`src/rtl/pc_gen.sv`:
```
`default_nettype none
// ============================================================================
// pc_gen : fetch PC generator with prioritised redirects, back-pressure hold
//          and a circular return-address stack.
// Revision: 1.0
// ============================================================================
module pc_gen #(
   parameter int              XLEN        = 32,
   parameter logic [XLEN-1:0] RESET_PC    = 32'h4000_0000,
   parameter int              FETCH_BYTES = 4,
   parameter int              RAS_DEPTH   = 4
) (
   input  logic            i_clk,
   input  logic            i_reset_n,
   input  logic            i_stall,
   input  logic            i_fetch_ready,
   output logic            o_fetch_valid,
   output logic [XLEN-1:0] o_pc_curr,
   output logic            o_redirect,
   input  logic            i_trap,
   input  logic [XLEN-1:0] i_trap_vector,
   input  logic            i_mret,
   input  logic [XLEN-1:0] i_mepc,
   input  logic            i_br_taken,
   input  logic [XLEN-1:0] i_br_target,
   input  logic            i_ras_push,
   input  logic [XLEN-1:0] i_ras_push_addr,
   input  logic            i_ras_pop,
   output logic            o_ras_valid,
   output logic [XLEN-1:0] o_ras_top
);

   localparam int              C_PTR_W = (RAS_DEPTH > 1) ? $clog2(RAS_DEPTH) : 1;
   localparam int              C_CNT_W = C_PTR_W + 1;
   localparam logic [C_CNT_W-1:0] C_CNT_MAX = C_CNT_W'(RAS_DEPTH);
   localparam logic [XLEN-1:0] C_INC   = XLEN'(FETCH_BYTES);

   typedef enum logic [1:0] {
      ST_BOOT = 2'd0,
      ST_RUN  = 2'd1,
      ST_PEND = 2'd2
   } state_t;

   state_t              state_q, state_d;
   logic [XLEN-1:0]     pc_q, pc_d;
   logic                valid_q, valid_d;
   logic                redir_q, redir_d;
   logic [XLEN-1:0]     pend_q, pend_d;

   logic [XLEN-1:0]     ras_mem_q [RAS_DEPTH];
   logic [C_PTR_W-1:0]  ras_top_q, ras_top_d;
   logic [C_CNT_W-1:0]  ras_cnt_q, ras_cnt_d;
   logic                w_ras_we;
   logic [C_PTR_W-1:0]  w_ras_widx;

   logic                w_ras_nonempty;
   logic                w_pop;
   logic                w_redir_req;
   logic [XLEN-1:0]     w_target;
   logic [XLEN-1:0]     w_ras_top_val;
   logic                w_fire;

   assign w_ras_nonempty = (ras_cnt_q != '0);
   assign w_ras_top_val  = ras_mem_q[ras_top_q];
   // A pop on an empty stack is ignored entirely.
   assign w_pop          = i_ras_pop & w_ras_nonempty;
   assign w_redir_req    = i_trap | i_mret | i_br_taken | w_pop;
   assign w_fire         = valid_q & i_fetch_ready;

   always_comb begin
      w_target = '0;
      if (i_trap) begin
         w_target = {i_trap_vector[XLEN-1:2], 2'b00};
      end else if (i_mret) begin
         w_target = {i_mepc[XLEN-1:1], 1'b0};
      end else if (i_br_taken) begin
         w_target = {i_br_target[XLEN-1:1], 1'b0};
      end else if (w_pop) begin
         w_target = {w_ras_top_val[XLEN-1:1], 1'b0};
      end
   end

   always_comb begin
      state_d = state_q;
      pc_d    = pc_q;
      valid_d = valid_q;
      redir_d = 1'b0;
      pend_d  = pend_q;
      case (state_q)
         ST_BOOT: begin
            state_d = ST_RUN;
            valid_d = 1'b1;
         end
         ST_RUN: begin
            if (w_redir_req) begin
               if (!valid_q || i_fetch_ready) begin
                  pc_d    = w_target;
                  redir_d = 1'b1;
               end else begin
                  pend_d  = w_target;
                  state_d = ST_PEND;
               end
            end else if (w_fire && !i_stall) begin
               pc_d = pc_q + C_INC;
            end
         end
         ST_PEND: begin
            // A same-cycle redirect supersedes the parked target.
            if (i_fetch_ready) begin
               pc_d    = w_redir_req ? w_target : pend_q;
               redir_d = 1'b1;
               state_d = ST_RUN;
            end else if (w_redir_req) begin
               pend_d = w_target;
            end
         end
         default: begin
            state_d = ST_BOOT;
            valid_d = 1'b0;
         end
      endcase
   end

   always_ff @(posedge i_clk or negedge i_reset_n) begin
      if (!i_reset_n) begin
         state_q <= ST_BOOT;
         pc_q    <= RESET_PC;
         valid_q <= 1'b0;
         redir_q <= 1'b0;
         pend_q  <= '0;
      end else begin
         state_q <= state_d;
         pc_q    <= pc_d;
         valid_q <= valid_d;
         redir_q <= redir_d;
         pend_q  <= pend_d;
      end
   end

   // Push+pop replaces the top in place; a full push overwrites the oldest slot.
   always_comb begin
      ras_top_d  = ras_top_q;
      ras_cnt_d  = ras_cnt_q;
      w_ras_we   = 1'b0;
      w_ras_widx = ras_top_q;
      if (i_ras_push && w_pop) begin
         w_ras_we   = 1'b1;
         w_ras_widx = ras_top_q;
      end else if (i_ras_push) begin
         w_ras_we   = 1'b1;
         w_ras_widx = ras_top_q + C_PTR_W'(1);
         ras_top_d  = ras_top_q + C_PTR_W'(1);
         if (ras_cnt_q != C_CNT_MAX) begin
            ras_cnt_d = ras_cnt_q + C_CNT_W'(1);
         end
      end else if (w_pop) begin
         ras_top_d = ras_top_q - C_PTR_W'(1);
         ras_cnt_d = ras_cnt_q - C_CNT_W'(1);
      end
   end

   always_ff @(posedge i_clk or negedge i_reset_n) begin
      if (!i_reset_n) begin
         ras_top_q <= '0;
         ras_cnt_q <= '0;
      end else begin
         ras_top_q <= ras_top_d;
         ras_cnt_q <= ras_cnt_d;
      end
   end

   generate
      for (genvar g = 0; g < RAS_DEPTH; g++) begin : g_ras_entry
         always_ff @(posedge i_clk or negedge i_reset_n) begin
            if (!i_reset_n) begin
               ras_mem_q[g] <= '0;
            end else if (w_ras_we && (w_ras_widx == C_PTR_W'(g))) begin
               ras_mem_q[g] <= i_ras_push_addr;
            end
         end
      end
   endgenerate

   assign o_fetch_valid = valid_q;
   assign o_pc_curr     = pc_q;
   assign o_redirect    = redir_q;
   assign o_ras_valid   = w_ras_nonempty;
   assign o_ras_top     = w_ras_nonempty ? w_ras_top_val : '0;

endmodule
`default_nettype wire

```
`config.mk`:
```
export PLATFORM = sky130hd
export DESIGN_NAME = pc_gen
export DESIGN_NICKNAME = d
export VERILOG_FILES = /design/src/rtl/pc_gen.sv
export SDC_FILE = /design/constraint.sdc
export NUM_CORES = 1
export LEC_CHECK = 0
export CAP_MARGIN = 10
export CORE_ASPECT_RATIO = 2
export CORE_MARGIN = 3
export CORE_UTILIZATION = 58
export CTS_BUF_LIST = sky130_fd_sc_hd__clkbuf_8 sky130_fd_sc_hd__clkbuf_16
export CTS_CLUSTER_DIAMETER = 150
export CTS_CLUSTER_SIZE = 30
export DETAILED_ROUTE_END_ITERATION = 8
export DONT_BUFFER_PORTS = 1
export MAX_ROUTING_LAYER = met4
export PLACE_DENSITY = 0.76
export SLEW_MARGIN = 15
export SYNTH_ARGS = -nofsm -noshare
export SYNTH_HDL_FRONTEND = slang
export SYNTH_SLANG_ARGS = --single-unit
```
`constraint.sdc`:
```
create_clock -name i_clk -period 2.4 [get_ports i_clk]
set_clock_uncertainty 0.1 [all_clocks]
set_input_delay 0.24 -clock i_clk [delete_from_list [all_inputs] [get_ports i_clk]]
set_output_delay 0.24 -clock i_clk [all_outputs]
set_load 0.02 [all_outputs]
```
==> results_dict.tcl <==
set metrics [dict create \
    violations "negative hold slack" \
    cts_root_buffer "sky130_fd_sc_hd__clkbuf_16" \
    core_area_sq_um 18480 \
    fp.dieArea_sq_um 20730 \
    hpwlAfterDp_um 21630 \
    design.final.nets 1161 \
    ys_seq_area_share_pct 45.79 \
    period_needed_ps 2375 \
    worst-path-max-fanout 14 \
    hold_path.class "in2async" \
    drt_iter0_drc 377 \
    run_status "finished with violations" \
    floorplan.initialDensity_pct 59.45 \
    io_buffers 0 \
    ys_async_sr_fraction_pct 100.0 \
    max-cap-violations 0 \
    pwr_density_cell_nw_per_um2 1424 \
    ys_seq_elements 201 \
    grt_max_degree 202 \
    crit_path_end_kind "output pin" \
    finalHoldViolations 201 \
    power.leakage_nw 5.242 \
    die-width_um 103.3 \
    fmaxAchievable_mhz 421.1 \
    critical_path.startpoint "ras_top_q[0]$_DFFE_PN0P_" \
    avgViaCountPerCell 6.527 \
    globalRouteTotalUtil_pct 30.47 \
    crit_required_ps 2060 \
    detailroute.via_count 8315 \
    synth-edff-count 0 \
    tightest_slew_ps 765.2 \
    drt_wl_total_um 30880 \
    tritoncts.num_buffers 10 \
    final.period_utilization_pct 98.95 \
    hold-worst-slack_ps -662.5 \
    route.detailed.drc 0 \
    worstReg2RegStart "ras_top_q[0]$_DFFE_PN0P_" \
    yosys.area_share.simple_pct 11.76 \
    synth_fp_nets 1086 \
    first_pass_grt_wire_length_um 47720 \
    global_route.overflow_total 0 \
    cp-start-kind "register" \
    detailedRoute.firstPassIterationCount 5 \
    placed_cells_incl_taps 1192 \
    final_cell_count_no_fill 1274 \
    htreeDepth 1 \
    critPathArrivalTime_ps 2030 \
    ctsLongestPathBuffers 3 \
    synth_top_family_by_area "multiplexers" \
    antenna_left 0 \
    chipHeight_um 200.6 \
    post_synth_fa_ha_maj_area_fraction_pct 0.9794 \
    worst-setup-path-type "reg2out" \
    fp-row-count 70 \
    ios 204 \
    synth.area.mux_share_pct 22.28 \
    cts_tree "done" \
    ys_dominant_reg_cell "sky130_fd_sc_hd__dfrtp_1" \
    place_congestion 0.9485 \
    initial_antenna_violation_count 3 \
    cts_hold_repair.buffers 56 \
    report.final.setup_viol 0 \
    post_synth_instance_area_sq_um 10990 \
    clkTransAtPathRegs_ps 120 \
    route.detailed.wl_per_inst_um 24.24 \
    grt_pass1_vias 8529 \
    drv_slew 0 \
    power.ir.vdd_worst_mv 1.051 \
    post_route_cells_drive_above_1_share_pct 28.46 \
    clock_insertion_delay_worst_skew_ps 470 \
    cell_variety_after_synth 76 \
    rsz0062_at_grt "true" \
    maxSlewHeadroom_pct 48.82 \
    clock_sink_count 201 \
    synth_compound_gate_area_share_pct 14.47 \
    yosysWarningCount 0 \
    syn-mean-instance-area_sq_um 11.68 \
    postSynthCellCount 941 \
    flow.area_growth_from_synthesis_pct 14.84 \
    post_synth_xor_area_fraction_pct 0.8769 \
]
## power by group
group / internal, W / switching (W) / total (W)
clock: 0.000846 / 0.00109 / 0.00194
sequential: 0.00512 / 0.00125 / 0.00637
combinational: 0.00470 / 0.00496 / 0.00966
total: 0.0107 / 0.00730 / 0.0180
## synthesized netlist by cell type, drive strengths merged, types with 3 or more instances
master	number	area share, %
a21o	3	0.20
a21oi	24	1.1
a221o	8	0.73
a221oi	5	0.40
a22o	14	1.1
a22oi	8	0.55
a31o	3	0.24
a31oi	20	1.1
a32oi	10	0.80
a41oi	4	0.32
and2	38	2.2
and3	10	0.57
buf	44	2.3
clkbuf	24	0.83
dfrtp	200	46
ha	7	0.80
inv	19	0.65
mux2	138	15
mux2i	6	0.55
mux4	32	6.6
nand2	58	2.0
nand2b	27	1.5
nand3	34	1.5
nand4	6	0.40
nor2	26	0.91
nor3	12	0.75
nor3b	5	0.39
nor4	5	0.34
o211ai	12	0.87
o21ai	50	2.3
o22ai	20	1.1
o2bb2ai	13	1.0
o311a	7	0.64
o31a	4	0.40
or3	4	0.23
xnor2	8	0.64
xor2	3	0.24
## kinds of logic (layout without fill, tap and decap cells)
logic type,count (synthesis),after routing
compound gates,221,221
xor+xnor,11,11
fa+ha+maj,8,8
buf+inv,88,166
flops,201,201
mux,176,176
other cells,0,3
simple gates,236,236
## routing by layer
layer  wire length, um  GRT usage (%)
met2             15970          50.07
met5                 0              -
met4              1668          13.02
met3              1763          4.278
met1             11480          36.99
## cell usage in the layout (no fill, tap or decap), types with 4 or more instances in the layout
cell type | synthesis | layout
sky130_fd_sc_hd__xnor2_1 | 8 | 8
sky130_fd_sc_hd__nand2_1 | 58 | 58
sky130_fd_sc_hd__mux4_2 | 32 | 32
sky130_fd_sc_hd__a22oi_1 | 8 | 8
sky130_fd_sc_hd__a221oi_1 | 5 | 5
sky130_fd_sc_hd__nor3b_1 | 4 | 4
sky130_fd_sc_hd__mux2i_1 | 6 | 6
sky130_fd_sc_hd__and2_1 | 37 | 30
sky130_fd_sc_hd__buf_12 | 0 | 10
sky130_fd_sc_hd__o22ai_1 | 20 | 20
sky130_fd_sc_hd__clkbuf_16 | 0 | 12
sky130_fd_sc_hd__nor2_1 | 25 | 25
sky130_fd_sc_hd__mux2_4 | 30 | 30
sky130_fd_sc_hd__a21oi_1 | 23 | 23
sky130_fd_sc_hd__a31oi_1 | 20 | 20
sky130_fd_sc_hd__o2bb2ai_1 | 13 | 13
sky130_fd_sc_hd__buf_6 | 5 | 4
sky130_fd_sc_hd__a221o_1 | 8 | 8
sky130_fd_sc_hd__dfrtp_1 | 200 | 197
sky130_fd_sc_hd__nand4_1 | 5 | 5
sky130_fd_sc_hd__a22o_1 | 14 | 14
sky130_fd_sc_hd__and3_1 | 10 | 10
sky130_fd_sc_hd__inv_1 | 18 | 21
sky130_fd_sc_hd__o211ai_1 | 11 | 11
sky130_fd_sc_hd__dlygate4sd3_1 | 0 | 56
sky130_fd_sc_hd__o21ai_0 | 46 | 46
sky130_fd_sc_hd__a32oi_1 | 10 | 10
sky130_fd_sc_hd__nand3_1 | 34 | 34
sky130_fd_sc_hd__buf_4 | 4 | 59
sky130_fd_sc_hd__and2_4 | 1 | 7
sky130_fd_sc_hd__nor3_1 | 10 | 10
sky130_fd_sc_hd__o311a_1 | 7 | 7
sky130_fd_sc_hd__ha_1 | 7 | 6
sky130_fd_sc_hd__mux2_2 | 106 | 106
sky130_fd_sc_hd__nand2b_1 | 27 | 27
## sequential cells by signal (all words and copies together), names as in the netlist
signal         flops
o_fetch_valid      1
ras_mem_q        128
state_q            2
o_redirect         1
ras_top_q          2
ras_cnt_q          3
o_pc_curr         32
pend_q            32
## worst max-delay path, stage by stage (launching register included)
cell,delay [ps]
sky130_fd_sc_hd__dfrtp_2,440
sky130_fd_sc_hd__buf_12,140
sky130_fd_sc_hd__buf_12,160
sky130_fd_sc_hd__mux4_2,560
sky130_fd_sc_hd__and2_1,260
## timing repair
| item | CTS | global route |
|---|---|---|
| endpoints found under the hold margin | 360 | 201 |
| resized for setup | 5 | 19 |
| setup endpoints to repair | 4 | 39 |
| cloned | 0 | 2 |
| pin swaps | 0 | 1 |
| buffers inserted | 2 | 4 |
## per-stage QoR
| stage | setup WS, ps | TNS [ps] | cell area [sq um] | total power (W) | util, % |
|---|---|---|---|---|---|
| 2_1_floorplan | 159.5 | 0 | 10990 | 0.01297 | - |
| 4_1_cts | -15.53 | -27.22 | 12480 | 0.01767 | 67.55 |
| 6_report | 25.27 | 0 | 12620 | 0.01797 | 68.27 |
| 3_5_place_dp | 132.8 | 0 | 11590 | 0.01553 | 62.74 |
| 3_3_place_gp | 168.7 | 0 | 11590 | 0.01524 | 62.74 |
| 5_1_grt | -34.21 | -210.9 | 12610 | 0.01896 | 68.26 |
## final timing paths
| kind | endpoint | slack [ps] | depth (start not counted) |
|---|---|---|---|
| hold / removal | pend_q[16]$_DFFE_PN0P_ | -660 | 0 |
| hold reg to reg | pend_q[7]$_DFFE_PN0P_ | 400 | 1 |
| max in group asynchronous | o_pc_curr[30]$_DFFE_PN1P_ | 2500 | 0 |
| setup / recovery | o_ras_top[19] | 30 | 4 |
| setup reg to reg | o_pc_curr[31]$_DFFE_PN0P_ | 100 | 6 |
| min in group i_clk | o_pc_curr[7]$_DFFE_PN0P_ | 0 | 3 |
## area by class of cell
class,count,area (sq um)
inverter,20,78.83
antenna,3,7.507
timing repair buffer,131,1289
sequential,201,5035
multi-input combinational,652,5594
clock inverter,4,22.52
fill,1356,5863
tap,252,315.3
clock buffer,11,275.3
Power figures use the tool's default switching activity.
